**config.mk**
```make
export PLATFORM = sky130hd
export DESIGN_NAME = gcd_operand_dispatch
export DESIGN_NICKNAME = d
export VERILOG_FILES = /design/src/rtl/gcd_operand_dispatch.sv
export SDC_FILE = /design/constraint.sdc
export NUM_CORES = 1
export LEC_CHECK = 0
export BUFFER_PORTS_ARGS = -buffer_cell sky130_fd_sc_hd__buf_2
export CELL_PAD_IN_SITES_DETAIL_PLACEMENT = 1
export CELL_PAD_IN_SITES_GLOBAL_PLACEMENT = 2
export CORE_MARGIN = 2
export CORE_UTILIZATION = 38
export DETAILED_ROUTE_END_ITERATION = 10
export GPL_ROUTABILITY_DRIVEN = 0
export GPL_TIMING_DRIVEN = 0
export PLACE_DENSITY_LB_ADDON = 0.15
export SLEW_MARGIN = 20
export SYNTH_ARGS = -nofsm -noshare
export SYNTH_HDL_FRONTEND = slang
export SYNTH_SLANG_ARGS = --single-unit
```
**constraint.sdc**
```tcl
create_clock -name clk_i -period 3.1 [get_ports clk_i]
set_clock_uncertainty 0.05 [all_clocks]
set_input_delay 0.31 -clock clk_i [delete_from_list [all_inputs] [get_ports clk_i]]
set_output_delay 0.31 -clock clk_i [all_outputs]
set_load 0.02 [all_outputs]
```
**src/rtl/gcd_operand_dispatch.sv**
```systemverilog
`default_nettype none
// ============================================================================
// gcd_operand_dispatch : operand-pair queue feeding the GCD A/B operand FIFOs,
// discarding zero-operand pairs and keeping saturating issue/drop statistics.
// Revision: 1.0
// ============================================================================
module gcd_operand_dispatch #(
  parameter int DEPTH = 4,
  parameter int CNT_W = 8
) (
  input  logic                       clk_i,
  input  logic                       rst_i,
  input  logic                       flush_i,
  input  logic                       req_valid_i,
  output logic                       req_ready_o,
  input  logic [3:0]                 req_a_i,
  input  logic [3:0]                 req_b_i,
  input  logic                       a_rdy_i,
  input  logic                       b_rdy_i,
  output logic                       a_en_o,
  output logic [3:0]                 a_data_o,
  output logic                       b_en_o,
  output logic [3:0]                 b_data_o,
  output logic                       empty_o,
  output logic [$clog2(DEPTH):0]     level_o,
  output logic [CNT_W-1:0]           issued_cnt_o,
  output logic [CNT_W-1:0]           drop_cnt_o
);

  localparam int AW = $clog2(DEPTH);
  localparam int LW = AW + 1;
  localparam logic [LW-1:0]    FULL_LVL = LW'(DEPTH);
  localparam logic [CNT_W-1:0] CNT_MAX  = {CNT_W{1'b1}};

  logic [7:0]       mem_q [DEPTH];
  logic [AW-1:0]    wr_ptr_q, wr_ptr_d;
  logic [AW-1:0]    rd_ptr_q, rd_ptr_d;
  logic [LW-1:0]    level_q, level_d;
  logic [CNT_W-1:0] issued_q, issued_d;
  logic [CNT_W-1:0] drop_q, drop_d;

  logic       accept;
  logic       nonzero;
  logic       push;
  logic       drop;
  logic       issue;
  logic       empty;
  logic [7:0] head;

  // Ready comes from registered occupancy only, so a same-cycle pop never
  // lets a full queue accept.
  assign empty       = (level_q == '0);
  assign req_ready_o = (level_q != FULL_LVL);
  assign accept      = req_valid_i && req_ready_o;
  assign nonzero     = (req_a_i != 4'd0) && (req_b_i != 4'd0);
  assign push        = accept && nonzero && !flush_i;
  assign drop        = accept && !nonzero && !flush_i;
  assign issue       = !empty && a_rdy_i && b_rdy_i && !flush_i;

  assign head     = mem_q[rd_ptr_q];
  assign a_en_o   = issue;
  assign b_en_o   = issue;
  assign a_data_o = empty ? 4'd0 : head[7:4];
  assign b_data_o = empty ? 4'd0 : head[3:0];

  assign empty_o      = empty;
  assign level_o      = level_q;
  assign issued_cnt_o = issued_q;
  assign drop_cnt_o   = drop_q;

  always_comb begin
    wr_ptr_d = wr_ptr_q;
    rd_ptr_d = rd_ptr_q;
    level_d  = level_q;
    issued_d = issued_q;
    drop_d   = drop_q;

    if (issue && (issued_q != CNT_MAX)) issued_d = issued_q + CNT_W'(1);
    if (drop && (drop_q != CNT_MAX))    drop_d   = drop_q + CNT_W'(1);

    if (flush_i) begin
      wr_ptr_d = '0;
      rd_ptr_d = '0;
      level_d  = '0;
    end else begin
      if (push)  wr_ptr_d = wr_ptr_q + AW'(1);
      if (issue) rd_ptr_d = rd_ptr_q + AW'(1);
      case ({push, issue})
        2'b10:   level_d = level_q + LW'(1);
        2'b01:   level_d = level_q - LW'(1);
        default: level_d = level_q;
      endcase
    end
  end

  always_ff @(posedge clk_i or posedge rst_i) begin
    if (rst_i) begin
      wr_ptr_q <= '0;
      rd_ptr_q <= '0;
      level_q  <= '0;
      issued_q <= '0;
      drop_q   <= '0;
    end else begin
      wr_ptr_q <= wr_ptr_d;
      rd_ptr_q <= rd_ptr_d;
      level_q  <= level_d;
      issued_q <= issued_d;
      drop_q   <= drop_d;
    end
  end

  // Storage needs no reset: the head is masked to zero while the queue is empty.
  always_ff @(posedge clk_i) begin
    if (push) mem_q[wr_ptr_q] <= {req_a_i, req_b_i};
  end

endmodule
`default_nettype wire

```
==> run metrics <==
run status finished, final reports clean; Peak VDD IR 247.6 µV; layout cell share with drive strength beyond 1 30.04%; max-slew violation count 0; Flop pwr share 52.0%; Gate power share 25.1%; Ys Warns 0; routed via count 1,560; Fin. Hold Viols 0; P_leak 1.195 nW; Critical Path Start Type flop; Clock Tree Buf Depth 2; Post-CTS Setup Inserts 0; drt wl/cell around 17 µm; clk sinks 55; clock slew at reported path FFs 0.10 ns; library cells used by synthesis 32; Post-Syn Area 2484 µm²; switching portion of total power 32.80%; Design Power 0.001738 W; commonest non-fill, non-tap cell in the layout buf_2; post-route insts no fill 300; antenna violations before repair 0; Synth Area per Inst 14.52 µm²; CTS tree yes; crit-path max FO 6; most frequent cells in the layout buf_2, edfxtp_1, dfrtp_1; core area 6350 µm²; Initial DRC Count 58; Int Pwr 0.001168 W; Setup crit end kind flop; Clock Latency Late Sink 0.31 ns; CTS H-tree depth 2; R2R Path Start level_o[2]$_DFFE_PP0P_; Clk pwr share a little under a quarter; Slew @ Worst Pin 0.9499 ns; post-synthesis sequential area ratio just over 60%; Ports 45; Die W 84.85 µm; Critical R2R Capture level_o[2]$_DFFE_PP0P_; pwr dens around 600 nW/µm²; GRT Residual Overflow 0; hold crit path type in2async; DRC 0; largest net degree at the start of global routing 24; flop2flop setup slack ~0.28 ns; WP data arrival 3.01 ns; hold-fix buffers at CTS 0; vias per cell about 5.2; post-synthesis net count 192; antenna-violating nets left 0; worst reg-to-reg path cell count 8; Switch Pwr 0.0005700 W; CTS resizes 0; setup TNS 0 ns; FP Rows 29; Cells after Synth 171; Final Setup Violations 0; die height 84.85 µm; GR Util All Layers 15.27%; Area growth, synth to finish 16.52%; final worst path period share between 90% and 100%; WL final 5140 µm; first-pass GRT wire length 8445 µm; final net count 243; ANT cells 0; RSZ-0062 raised after global routing no; synthesis-stage register bit count 55; vias in the first global route 1,632; CTS Buf Count 5; max-cap violations 0; PortBufs 44; First-pass DRT Iterations 4; CP required 3.29 ns; Die ar. roughly 7000 µm²; layout filler cell count between 600 and 700; WS Path Type reg2reg; Root Driver clkbuf_8; starting density of the core 39.11%; Tmin final 2.824 ns; dpl hpwl 3757 µm; Slew HR about 37%; Placed Instances 292; highest clock rate 354.2 MHz
==> cell type report <==
cell class              count  area (µm²)  area share [%]
flip-flops and latches     55        1536           53.09
multi-input cells         105       907.1           31.34
repair buffers             44       220.2           7.609
well taps                  77       96.34           3.329
clock buffers               5       68.82           2.378
plain buffers               5       22.52          0.7782
inverters                   6       22.52          0.7782
clock inverters             3       20.02          0.6917
==> worst max-delay path by stage <==
stage               depth (start not counted)  slack, ns                     end                   start
floorplan                                   7       0.33  level_o[2]$_DFFE_PP0P_  level_o[0]$_DFFE_PP0P_
global placement                            8       0.36  level_o[2]$_DFFE_PP0P_  level_o[2]$_DFFE_PP0P_
detailed placement                          8       0.27  level_o[2]$_DFFE_PP0P_  level_o[2]$_DFFE_PP0P_
CTS                                         8       0.25  level_o[2]$_DFFE_PP0P_  level_o[2]$_DFFE_PP0P_
global route                                8       0.13  level_o[2]$_DFFE_PP0P_  level_o[0]$_DFFE_PP0P_
finish                                      8       0.28  level_o[2]$_DFFE_PP0P_  level_o[2]$_DFFE_PP0P_
==> critical path: stages (launching register included) <==
cell and delay [ns]:
dfrtp_1 0.44, nor3b_1 0.18, inv_1 0.08, nand4_1 0.32
and2_1 0.31, fa_1 0.43, or3_1 0.39, mux4_2 0.45
nor2_1 0.10
==> per-stage QoR <==
| stage | cell area (µm²) | setup slack, ns | utilization [%] | hold slack [ns] |
|---|---|---|---|---|
| after floorplan | 2484 | 0.3252 | - | 0.2619 |
| after global placement | 2800 | 0.3610 | 44.10 | 0.4289 |
| after detailed placement | 2800 | 0.2678 | 44.10 | 0.4410 |
| after CTS | 2889 | 0.2467 | 45.50 | 0.1635 |
| after global routing | 2894 | 0.1319 | 45.58 | 0.1627 |
| final | 2894 | 0.2764 | 45.58 | 0.1503 |
==> logic make-up after synthesis <==
family / after synthesis / share of synthesized area (%)
AO/OA/AOI/OAI: 4 / 1.461
XOR/XNOR: 15 / 5.290
adder cells (fa/ha/maj): 7 / 3.829
buffers and inverters: 11 / 1.813
flip-flops: 55 / 61.86
multiplexers: 16 / 11.23
AND/OR/NAND/NOR: 63 / 14.51
==> registers in the layout (all words and copies together), names as in the netlist <==
register	cells
issued_cnt_o	8
mem_q	32
level_o	3
rd_ptr_q	2
drop_cnt_o	8
wr_ptr_q	2
==> cells in the mapped netlist <==
master / instances / area [µm²]
o21ai_0: 1 / 5.000
or4_1: 2 / 15.01
mux2i_1: 2 / 20.02
xor2_1: 6 / 52.55
buf_4: 1 / 7.510
fa_1: 1 / 20.02
and3_1: 2 / 12.51
mux2_1: 2 / 22.52
dfrtp_1: 23 / 575.6
xnor2_1: 9 / 78.83
nand4_1: 7 / 43.79
edfxtp_1: 32 / 960.9
ha_1: 6 / 75.07
o311a_1: 1 / 10.01
nand2_1: 6 / 22.52
and2_1: 8 / 50.05
o32a_1: 1 / 10.01
nor3_1: 5 / 25.02
nor2b_1: 9 / 56.30
nand2b_1: 3 / 18.77
nor2_1: 11 / 41.29
mux4_2: 9 / 202.7
nand3_1: 5 / 25.02
nor4_2: 1 / 12.51
mux2_2: 3 / 33.78
clkbuf_1: 4 / 15.01
nor3b_1: 1 / 7.510
and4_1: 1 / 8.760
nor4b_2: 1 / 15.01
inv_1: 6 / 22.52
a2111o_1: 1 / 11.26
or3_1: 1 / 6.260
==> power by group through the flow <==
stage | clock (W) | combinational [W] | sequential [W]
2_1_floorplan | 0 | 0.000242 | 0.000962
3_3_place_gp | 0 | 0.000431 | 0.000911
3_5_place_dp | 0 | 0.000446 | 0.000921
4_1_cts | 0.000413 | 0.000447 | 0.000905
5_1_grt | 0.000451 | 0.000477 | 0.000915
6_report | 0.000398 | 0.000436 | 0.000903
==> metal layers <==
metal,up-vias,wire (µm),global-route usage [%]
li1,726,-,-
met1,798,2202,18.67
met2,31,2720,27.34
met3,5,163,3.502
met4,0,54,3.896
met5,-,0,0
Note: power is estimated with default switching activity, not from simulation.
